**config.mk**
```make
export PLATFORM = sky130hd
export DESIGN_NAME = ff_bank_sequencer
export DESIGN_NICKNAME = d
export VERILOG_FILES = /design/src/rtl/ff_bank_sequencer.sv
export SDC_FILE = /design/constraint.sdc
export NUM_CORES = 1
export LEC_CHECK = 0
export BUFFER_PORTS_ARGS = -buffer_cell sky130_fd_sc_hd__buf_2
export CAP_MARGIN = 20
export CORE_MARGIN = 4
export CORE_UTILIZATION = 57
export DETAILED_ROUTE_END_ITERATION = 10
export PLACE_DENSITY = 0.83
export SYNTH_ARGS = -nofsm -noshare
export SYNTH_HDL_FRONTEND = slang
export SYNTH_SLANG_ARGS = --single-unit
```
**constraint.sdc**
```tcl
create_clock -name Clck -period 5.3 [get_ports Clck]
set_clock_uncertainty 0.2 [all_clocks]
set_input_delay 1.06 -clock Clck [delete_from_list [all_inputs] [get_ports Clck]]
set_output_delay 1.06 -clock Clck [all_outputs]
set_load 0.05 [all_outputs]
```
**src/rtl/ff_bank_sequencer.sv**
```systemverilog
// Shares one WIDTH-bit flip-flop bank between two requesters: round-robin grant,
// one-cycle apply of LOAD/SET/CLEAR/TOGGLE, then SETTLE idle cycles before the next grant.
module ff_bank_sequencer #(
    parameter int WIDTH  = 4,
    parameter int SETTLE = 2
) (
    input  logic             Clck,
    input  logic             Reset,
    input  logic             req0_valid,
    input  logic [1:0]       req0_op,
    input  logic [WIDTH-1:0] req0_data,
    output logic             req0_ready,
    input  logic             req1_valid,
    input  logic [1:0]       req1_op,
    input  logic [WIDTH-1:0] req1_data,
    output logic             req1_ready,
    output logic [WIDTH-1:0] Q,
    output logic             busy,
    output logic             done,
    output logic             grant_id
);

    typedef enum logic [1:0] {
        ST_IDLE   = 2'd0,
        ST_APPLY  = 2'd1,
        ST_SETTLE = 2'd2
    } state_t;

    localparam bit         HAS_SETTLE  = (SETTLE > 0);
    localparam logic [3:0] SETTLE_LOAD = (SETTLE > 0) ? 4'(SETTLE - 1) : 4'd0;

    state_t           state_q;
    logic [1:0]       op_q;
    logic [WIDTH-1:0] data_q;
    logic [WIDTH-1:0] bank_q;
    logic [WIDTH-1:0] bank_d;
    logic [3:0]       settleCnt_q;
    logic             busy_q;
    logic             done_q;
    logic             grant_q;
    logic             idle;

    assign idle = (state_q == ST_IDLE) && !Reset;

    // On a tie the requester that did not win last time gets the bank.
    assign req0_ready = idle && req0_valid && (!req1_valid || grant_q);
    assign req1_ready = idle && req1_valid && (!req0_valid || !grant_q);

    always_comb begin
        bank_d = bank_q;
        case (op_q)
            2'b00:   bank_d = data_q;
            2'b01:   bank_d = bank_q | data_q;
            2'b10:   bank_d = bank_q & ~data_q;
            default: bank_d = bank_q ^ data_q;
        endcase
    end

    always_ff @(posedge Clck) begin
        if (Reset) begin
            state_q     <= ST_IDLE;
            op_q        <= 2'b00;
            data_q      <= '0;
            bank_q      <= '0;
            settleCnt_q <= 4'd0;
            busy_q      <= 1'b0;
            done_q      <= 1'b0;
            grant_q     <= 1'b1;
        end else begin
            done_q <= 1'b0;
            case (state_q)
                ST_IDLE: begin
                    if (req0_ready) begin
                        op_q    <= req0_op;
                        data_q  <= req0_data;
                        grant_q <= 1'b0;
                        busy_q  <= 1'b1;
                        state_q <= ST_APPLY;
                    end else if (req1_ready) begin
                        op_q    <= req1_op;
                        data_q  <= req1_data;
                        grant_q <= 1'b1;
                        busy_q  <= 1'b1;
                        state_q <= ST_APPLY;
                    end
                end
                ST_APPLY: begin
                    bank_q <= bank_d;
                    done_q <= 1'b1;
                    if (HAS_SETTLE) begin
                        settleCnt_q <= SETTLE_LOAD;
                        state_q     <= ST_SETTLE;
                    end else begin
                        busy_q  <= 1'b0;
                        state_q <= ST_IDLE;
                    end
                end
                ST_SETTLE: begin
                    if (settleCnt_q == 4'd0) begin
                        busy_q  <= 1'b0;
                        state_q <= ST_IDLE;
                    end else begin
                        settleCnt_q <= settleCnt_q - 4'd1;
                    end
                end
                default: begin
                    busy_q  <= 1'b0;
                    state_q <= ST_IDLE;
                end
            endcase
        end
    end

    assign Q        = bank_q;
    assign busy     = busy_q;
    assign done     = done_q;
    assign grant_id = grant_q;

endmodule

```
==> results of run 1 <==
metrics by stage:
step,setup WS (ns),util,cells,hold WS (ns),power [mW]
floorplan,1.44,-,134,0.268,0.250
global placement,1.89,0.687,173,0.270,0.268
detailed placement,1.86,0.687,173,0.276,0.274
CTS,1.86,0.702,177,0.307,0.348
global route,1.78,0.702,177,0.324,0.367
finish,1.86,0.702,177,0.302,0.345
final timing paths:
check	from	cells after the start	slack, ns	end
min reg2reg	busy$_SDFFE_PP0P_	1	0.30	busy$_SDFFE_PP0P_
max	Reset	4	1.86	req0_ready
max reg2reg	state_q[1]$_SDFFE_PP0P_	3	3.47	settleCnt_q[3]$_SDFFE_PP0P_
min	busy$_SDFFE_PP0P_	1	0.30	busy$_SDFFE_PP0P_
area by class of cell:
cell class / instances / share of cell area
multi-input cells: 91 / 0.513
flip-flops and latches: 19 / 0.301
repair buffers: 25 / 0.101
inverters: 13 / 0.0386
well taps: 25 / 0.0247
clock buffers: 3 / 0.0178
clock inverters: 1 / 0.00396
kinds of logic (layout without fill, tap and decap cells):
family,count (synthesis),count (layout),synth area share
AOI/OAI and AO/OA,47,47,0.284
and+or+nand+nor,35,35,0.190
buffers and inverters,24,42,0.0906
DFF,19,19,0.336
adders and majority gates,9,9,0.0994
flip-flops by register name, indices dropped and copies added (netlist names):
register     count
data_q           4
settleCnt_q      4
grant_id         1
state_q          2
Q                4
busy             1
done             1
op_q             2
power by group through the flow:
| stage | Combinational, mW | Clock (mW) | Sequential (mW) |
|---|---|---|---|
| after floorplan | 0.0647 | 0 | 0.185 |
| after global placement | 0.0951 | 0 | 0.173 |
| after detailed placement | 0.0996 | 0 | 0.174 |
| after CTS | 0.100 | 0.0773 | 0.171 |
| after global routing | 0.112 | 0.0818 | 0.174 |
| final | 0.0998 | 0.0745 | 0.171 |
placed cells by master, fill, tap and decap left out, types with 2 or more instances in the layout:
master / count
a31oi_1: 4
nor2b_1: 2
clkbuf_4: 3
buf_2: 24
a311oi_1: 6
a211o_1: 4
nor2_1: 6
dfxtp_1: 19
o21ai_0: 6
nor3_1: 2
nand4_1: 6
or3_1: 2
inv_1: 13
o31ai_1: 7
nand2b_1: 7
a21oi_1: 10
ha_1: 9
o211ai_1: 7
layer usage:
| metal | wire (µm) | vias up | global-route usage |
|---|---|---|---|
| met4 | 30 | 0 | 0.0298 |
| li1 | - | 532 | - |
| met2 | 1310 | 28 | 0.376 |
| met3 | 107 | 4 | 0.0541 |
| met1 | 1050 | 499 | 0.245 |
| met5 | 0 | - | 0 |
==> flow_metrics.tcl, run 1 <==
set metrics [dict create \
    via_per_inst 6.01 \
    place_congestion 0.880 \
    core-area_mm2 0.00180 \
    syn-cell-area_mm2 0.00113 \
    cts_tree "yes" \
    drt-total-wl_mm 2.50 \
    grt_pass1_vias 1040 \
    drive_gt1_frac 0.204 \
    slew_violations 0 \
    area_growth_syn_to_layout_pct 11.7 \
    clockRootBuffer "clkbuf_4" \
    post-dp-hpwl_mm 1.92 \
    cp_slowest_cell "or3_1" \
    maxSlewHeadroom 0.653 \
    multi_input_area_um2 649 \
    htreeDepth 1 \
    io_buffer_count 24 \
    combPwrFrac 0.289 \
    firstDrtPassIters 4 \
    path_class "in2out" \
    vdd_drop_max_mv 0.223 \
    final_area_mm2 0.00126 \
    setup_viol 0 \
    slowest_delay_ns 0.46 \
    hold_viol 0 \
    fin_crit_sh 0.649 \
    rsz0062_at_grt "no" \
    clock_sinks 19 \
    path_delay_family "simple AND/OR/NAND/NOR gates" \
    period_minus_slack_ns 3.44 \
    track_usage 0.207 \
    vias 1063 \
    worstSetupEndpointType "primary output" \
    grt_pass1_wl_mm 4.39 \
    synth_area_leaders "dfxtp_1 (34%), ha_1 (9.9%), o211ai_1 (4.6%)" \
    p_leak_nw 0.503 \
    yosysTopAreaCellShare 0.336 \
    pwr-share-clk 0.216 \
    ys_top_cells_by_count "dfxtp_1 (19), inv_1 (13), a21oi_1 (10)" \
    crit_fanout 15 \
    grt_max_degree 18 \
    num_antenna_cells 0 \
    ys_ff_latch 19 \
    post-cts-setup-buffers 0 \
    tightest_slew_ns 0.520 \
    yosysWarnings 0 \
    fillers 162 \
    yosysMostFrequentCell "dfxtp_1" \
    synth_nets 159 \
    nNetsFinal 178 \
    avgRoutedWirePerCell_um 14.1 \
    synth_cells 134 \
    antenna_found_initial 0 \
    ant_nets 0 \
    ff_latch_area_um2 380 \
    post_cts_resized 0 \
    seq_power_share 0.495 \
    cp-start-kind "input pin" \
    drv_cap 0 \
    drc 0 \
    path_buf_inv 2 \
    grt_overflow 0 \
    ys.flop_type "dfxtp_1" \
    p_int_mw 0.221 \
    synth_edf_count 0 \
    ctsLongestPathBuffers 2 \
    postSynth.asyncResetShare 0 \
    postCtsHoldBufs 0 \
    yosys.area.top_type "dfxtp_1" \
    arrival_ns 2.18 \
    worst_hold_path_type "reg2reg" \
    dieWidth_um 52.6 \
    clock_latency_ns 0.30 \
    power_density_mw_per_mm2 273 \
    outcome "complete, no violations" \
    tns_ns 0 \
    numCtsBuffers 3 \
    die_area_mm2 0.00276 \
    syn_avg_cell_area_um2 8.45 \
    core.rowCount 15 \
    p_sw_mw 0.125 \
    swShare 0.361 \
    io_pins 25 \
    crit_required_ns 4.04 \
    die_h_um 52.6 \
    cts.clk_slew.worst_paths_ns 0.10 \
    yosysSeqAreaShare 0.336 \
    initial_utilization 0.628 \
    timing.fmax_mhz 291 \
    cp_common_cell "buf_2" \
    placed_area_mm2 0.00124 \
    path_cells "buf_2, or3_1, nor3_1, buf_2" \
    ys_types 33 \
    drt_iter0_markers 20 \
]
No activity file was read; power rests on OpenSTA's default activity.
==> inputs of run 2 (changes only) <==
CORE_UTILIZATION = 53   (was 57)
PLACE_DENSITY = 0.78   (was 0.83)
clock period = 3.18 ns   (was 5.3 ns; I/O delays follow)
==> run 2 against run 1 <==
- total power grew 65%
- design area grew 0.20%
- critical endpoint unchanged
- highest routed layer unchanged
- sequential share of layout area shrank 0.060 points
- setup slack lost 1.3 ns
- die area grew 6.4%
- largest cell class unchanged
- sequential power grew 67%
==> flow_metrics.tcl, run 2 (same netlist as run 1, synthesis figures left out) <==
set metrics [dict create \
    cp-start-kind "input pin" \
    grt_max_degree 18 \
    arrival_ns 1.75 \
    crit_start "Reset" \
    io_pins 25 \
    tns_ns 0 \
    r2r_setup_slack_ns 1.37 \
    p_leak_nw 0.503 \
    maxSlewHeadroom 0.651 \
    vdd_drop_max_mv 0.282 \
    drt-total-wl_mm 2.31 \
    place_congestion 0.817 \
    numCtsBuffers 3 \
    cts_tree "yes" \
    p_total_mw 0.568 \
    post-dp-hpwl_mm 1.68 \
    postCtsHoldBufs 0 \
    cts.clk_slew.worst_paths_ns 0.11 \
    worst_hold_path_type "reg2reg" \
    clock_sinks 19 \
    die_h_um 54.2 \
    area_growth_syn_to_layout_pct 11.9 \
    path_class "in2out" \
    ant_nets 0 \
    die_area_mm2 0.00294 \
    grt_overflow 0 \
    htreeDepth 1 \
    nNetsFinal 178 \
    place_ws_ns 0.604 \
    num_antenna_cells 0 \
    firstDrtPassIters 4 \
    final_common_cell "buf_2" \
    grt_pass1_vias 890 \
    track_usage 0.175 \
    crit_end "req0_ready" \
    drive_gt1_frac 0.204 \
    reg2reg_depth 3 \
    io_buffer_count 24 \
    clock_latency_ns 0.29 \
    period_minus_slack_ns 2.58 \
    core-area_mm2 0.00200 \
    hold_viol 0 \
    setup_slack_ns 0.596 \
    grt_pass1_wl_mm 3.84 \
    antenna_found_initial 0 \
    drc 0 \
    r2r-start "state_q[1]$_SDFFE_PP0P_" \
    crit_fanout 15 \
    fillers 172 \
    slew_violations 0 \
    via_per_inst 5.66 \
    avgRoutedWirePerCell_um 12.9 \
    worstSetupEndpointType "primary output" \
    ctsLongestPathBuffers 2 \
    tightest_slew_ns 0.523 \
    drt_iter0_markers 32 \
    vias 1013 \
    initial_utilization 0.566 \
    r2r-end "settleCnt_q[3]$_SDFFE_PP0P_" \
    post_cts_resized 0 \
    power_density_mw_per_mm2 448 \
    setup_viol 0 \
    core.rowCount 16 \
    post-cts-setup-buffers 0 \
    dieWidth_um 54.2 \
    timing.fmax_mhz 387 \
    fin_crit_sh 0.812 \
    outcome "complete, no violations" \
    rsz0062_at_grt "no" \
    clockRootBuffer "clkbuf_4" \
    drv_cap 0 \
    crit_required_ns 2.34 \
    layout_common_cells "buf_2 (24), dfxtp_1 (19), inv_1 (13)" \
]
## run 2: cell counts in the layout (fill, tap and decap cells not counted)
Identical to the previous run, type by type.
## run 2: worst max-delay path: stages
cell and delay, ns:
buf_2 0.18, or3_1 0.45, nor3_1 0.19, buf_2 0.28
## run 2: cell type report
| class | instances | area, µm² | share of cell area |
|---|---|---|---|
| Clock buffer | 3 | 22.5 | 0.0178 |
| Clock inverter | 1 | 5.00 | 0.00395 |
| Inverter | 13 | 48.8 | 0.0385 |
| Multi-Input combinational cell | 91 | 649 | 0.512 |
| Sequential cell | 19 | 380 | 0.300 |
| Tap cell | 27 | 33.8 | 0.0267 |
| Timing Repair Buffer | 25 | 128 | 0.101 |
## run 2: per-layer routing
metal  up-vias  share of wire  GRT usage  wire, µm
li1        532              -          -         -
met3         2          0.075     0.0409       172
met4         0         0.0043     0.0415        10
met5         -              0          0         0
met1       445           0.52      0.254      1200
met2        34           0.40      0.259       917
## run 2: worst min-delay path by stage
stage | start | endpoint | slack [ns] | cells past startpoint
after floorplan | settleCnt_q[0]$_SDFFE_PP0P_ | settleCnt_q[0]$_SDFFE_PP0P_ | 0.27 | 2
after global placement | busy$_SDFFE_PP0P_ | busy$_SDFFE_PP0P_ | 0.26 | 1
after detailed placement | busy$_SDFFE_PP0P_ | busy$_SDFFE_PP0P_ | 0.27 | 1
after CTS | busy$_SDFFE_PP0P_ | busy$_SDFFE_PP0P_ | 0.30 | 1
after global routing | busy$_SDFFE_PP0P_ | busy$_SDFFE_PP0P_ | 0.34 | 1
final | busy$_SDFFE_PP0P_ | busy$_SDFFE_PP0P_ | 0.29 | 1
## run 2: stage by stage
stage	hold slack, ns	std cells	util	area [µm²]
3_3_place_gp	0.263	175	0.619	1240
5_1_grt	0.343	179	0.633	1270
4_1_cts	0.300	179	0.633	1270
2_1_floorplan	0.268	134	-	1130
6_report	0.295	179	0.633	1270
3_5_place_dp	0.272	175	0.619	1240
## run 2: report_power, final
part | total (mW) | switching (mW) | internal, mW | leakage (nW)
clock | 0.120 | 0.0730 | 0.0467 | 0.0177
combinational | 0.164 | 0.103 | 0.0613 | 0.329
sequential | 0.285 | 0.0257 | 0.259 | 0.156
total | 0.568 | 0.201 | 0.367 | 0.503
==> inputs of run 3 (changes only) <==
CORE_UTILIZATION = 47   (was 53)
PLACE_DENSITY = 0.73   (was 0.78)
clock period = 2.14 ns   (was 3.18 ns; I/O delays follow)
==> run 3 against run 2 <==
- register-to-register slack got worse by 0.98 ns
- global-route usage decreased by 2.5 points
- critical path depth decreased by 1
- highest routed layer unchanged
- cell count increased by 3.9%
- core utilization decreased by 3.8 points
==> flow_metrics.tcl, run 3 (same netlist as run 1, synthesis figures left out) <==
set metrics [dict create \
    outcome "complete, no violations" \
    layout_common_cells "buf_2 (23), dfxtp_1 (17), inv_1 (13)" \
    ctsLongestPathBuffers 2 \
    drv_cap 0 \
    cts_tree "yes" \
    path_cells "or3_4, nor3_4, buf_6" \
    reg2reg_depth 4 \
    vias 1034 \
    numCtsBuffers 3 \
    place_congestion 0.775 \
    clock_sinks 19 \
    avgRoutedWirePerCell_um 13.0 \
    post-dp-hpwl_mm 1.88 \
    drt-total-wl_mm 2.41 \
    grt_pass1_wl_mm 3.93 \
    htreeDepth 1 \
    dieWidth_um 57.1 \
    core.rowCount 17 \
    fin_util 0.595 \
    num_antenna_cells 0 \
    hold_viol 0 \
    worstSetupEndpointType "primary output" \
    setup_slack_ns 0.0836 \
    seq_power_share 0.484 \
    firstDrtPassIters 4 \
    slew_violations 0 \
    path_buf_inv 1 \
    path_class "reg2out" \
    path_delay_family "simple AND/OR/NAND/NOR gates" \
    power_density_mw_per_mm2 651 \
    nNetsFinal 184 \
    timing.fmax_mhz 486 \
    min_path_cells 3 \
    cp-start-kind "flip-flop" \
    die_area_mm2 0.00326 \
    drt_iter0_markers 18 \
    p_int_mw 0.562 \
    cts.clk_slew.worst_paths_ns 0.11 \
    area_growth_syn_to_layout_pct 18.5 \
    final_common_cell "buf_2" \
    via_per_inst 5.56 \
    maxSlewHeadroom 0.644 \
    io_buffer_count 24 \
    vdd_drop_max_mv 0.355 \
    io_pins 25 \
    grt_pass1_vias 910 \
    cp.depth 3 \
    tightest_slew_ns 0.533 \
    p_sw_mw 0.311 \
    pwr-share-clk 0.210 \
    clockRootBuffer "clkbuf_4" \
    worst_hold_path_type "in2reg" \
    die_h_um 57.1 \
    arrival_ns 1.43 \
    fin_crit_sh 0.961 \
    cp_slowest_cell "or3_4" \
    postCtsHoldBufs 0 \
    tns_ns 0 \
    crit_fanout 9 \
    crit_required_ns 1.51 \
    slowest_delay_ns 0.39 \
    combPwrFrac 0.306 \
    grt_max_degree 18 \
    place_ws_ns 0.155 \
    rsz0062_at_grt "no" \
    track_usage 0.149 \
    period_minus_slack_ns 2.06 \
    core-area_mm2 0.00225 \
    ant_nets 0 \
    initial_utilization 0.502 \
    drc 0 \
    drive_gt1_frac 0.259 \
    grt_overflow 0 \
    swShare 0.356 \
    p_total_mw 0.873 \
    p_leak_nw 0.539 \
    antenna_found_initial 0 \
    setup_viol 0 \
    clock_latency_ns 0.30 \
]
==> run 3: cell types whose count changed in the layout (fill, tap and decap cells not counted), sizes merged <==
| cell | change |
|---|---|
| buf | +6 |
==> run 3: cell type report <==
class,count,area (µm²)
fill,226,913
multi-input combinational,91,666
inverter,13,48.8
sequential,19,385
clock inverter,1,5.00
clock buffer,3,22.5
tap,28,35.0
timing repair buffer,31,179
==> run 3: power by group through the flow <==
stage | Sequential [mW] | Combinational (mW) | Clock [mW]
2_1_floorplan | 0.459 | 0.163 | 0
3_3_place_gp | 0.428 | 0.248 | 0
3_5_place_dp | 0.432 | 0.259 | 0
4_1_cts | 0.425 | 0.263 | 0.192
5_1_grt | 0.430 | 0.296 | 0.208
6_report | 0.423 | 0.267 | 0.183
==> run 3: routing by layer <==
metal  up-vias  track usage  part of all wire
li1        543            -                 -
met4         0       0.0596             0.014
met5         -            0                 0
met3         4       0.0271             0.054
met1       463        0.202              0.49
met2        24        0.235              0.44
==> run 3: stage by stage <==
stage | instances | hold slack [ns] | instance area [µm²]
after floorplan | 134 | 0.268 | 1140
after global placement | 180 | 0.283 | 1280
after detailed placement | 180 | 0.296 | 1280
after CTS | 184 | 0.197 | 1320
after global routing | 186 | 0.207 | 1340
final | 186 | 0.204 | 1340
==> run 3: final timing paths <==
| check | endpoint | startpoint | slack (ns) |
|---|---|---|---|
| setup / recovery | req0_ready | state_q[0]$_SDFFE_PP0P_ | 0.08 |
| setup reg to reg | grant_id$_SDFFE_PP1P_ | state_q[0]$_SDFFE_PP0P_ | 0.39 |
| hold reg to reg | busy$_SDFFE_PP0P_ | busy$_SDFFE_PP0P_ | 0.32 |
| hold / removal | data_q[0]$_SDFFE_PP0P_ | req1_data[0] | 0.20 |
==> run 3: worst min-delay path, stage by stage <==
cell      delay, ns
buf_2          0.10
o31ai_1        0.06
a311oi_1       0.08
==> run 3: what timing repair did <==
action / 4_1_cts / 5_1_grt
setup endpoints to repair: 1 / 1
buffers inserted: 0 / 2
resized for setup: 5 / 1
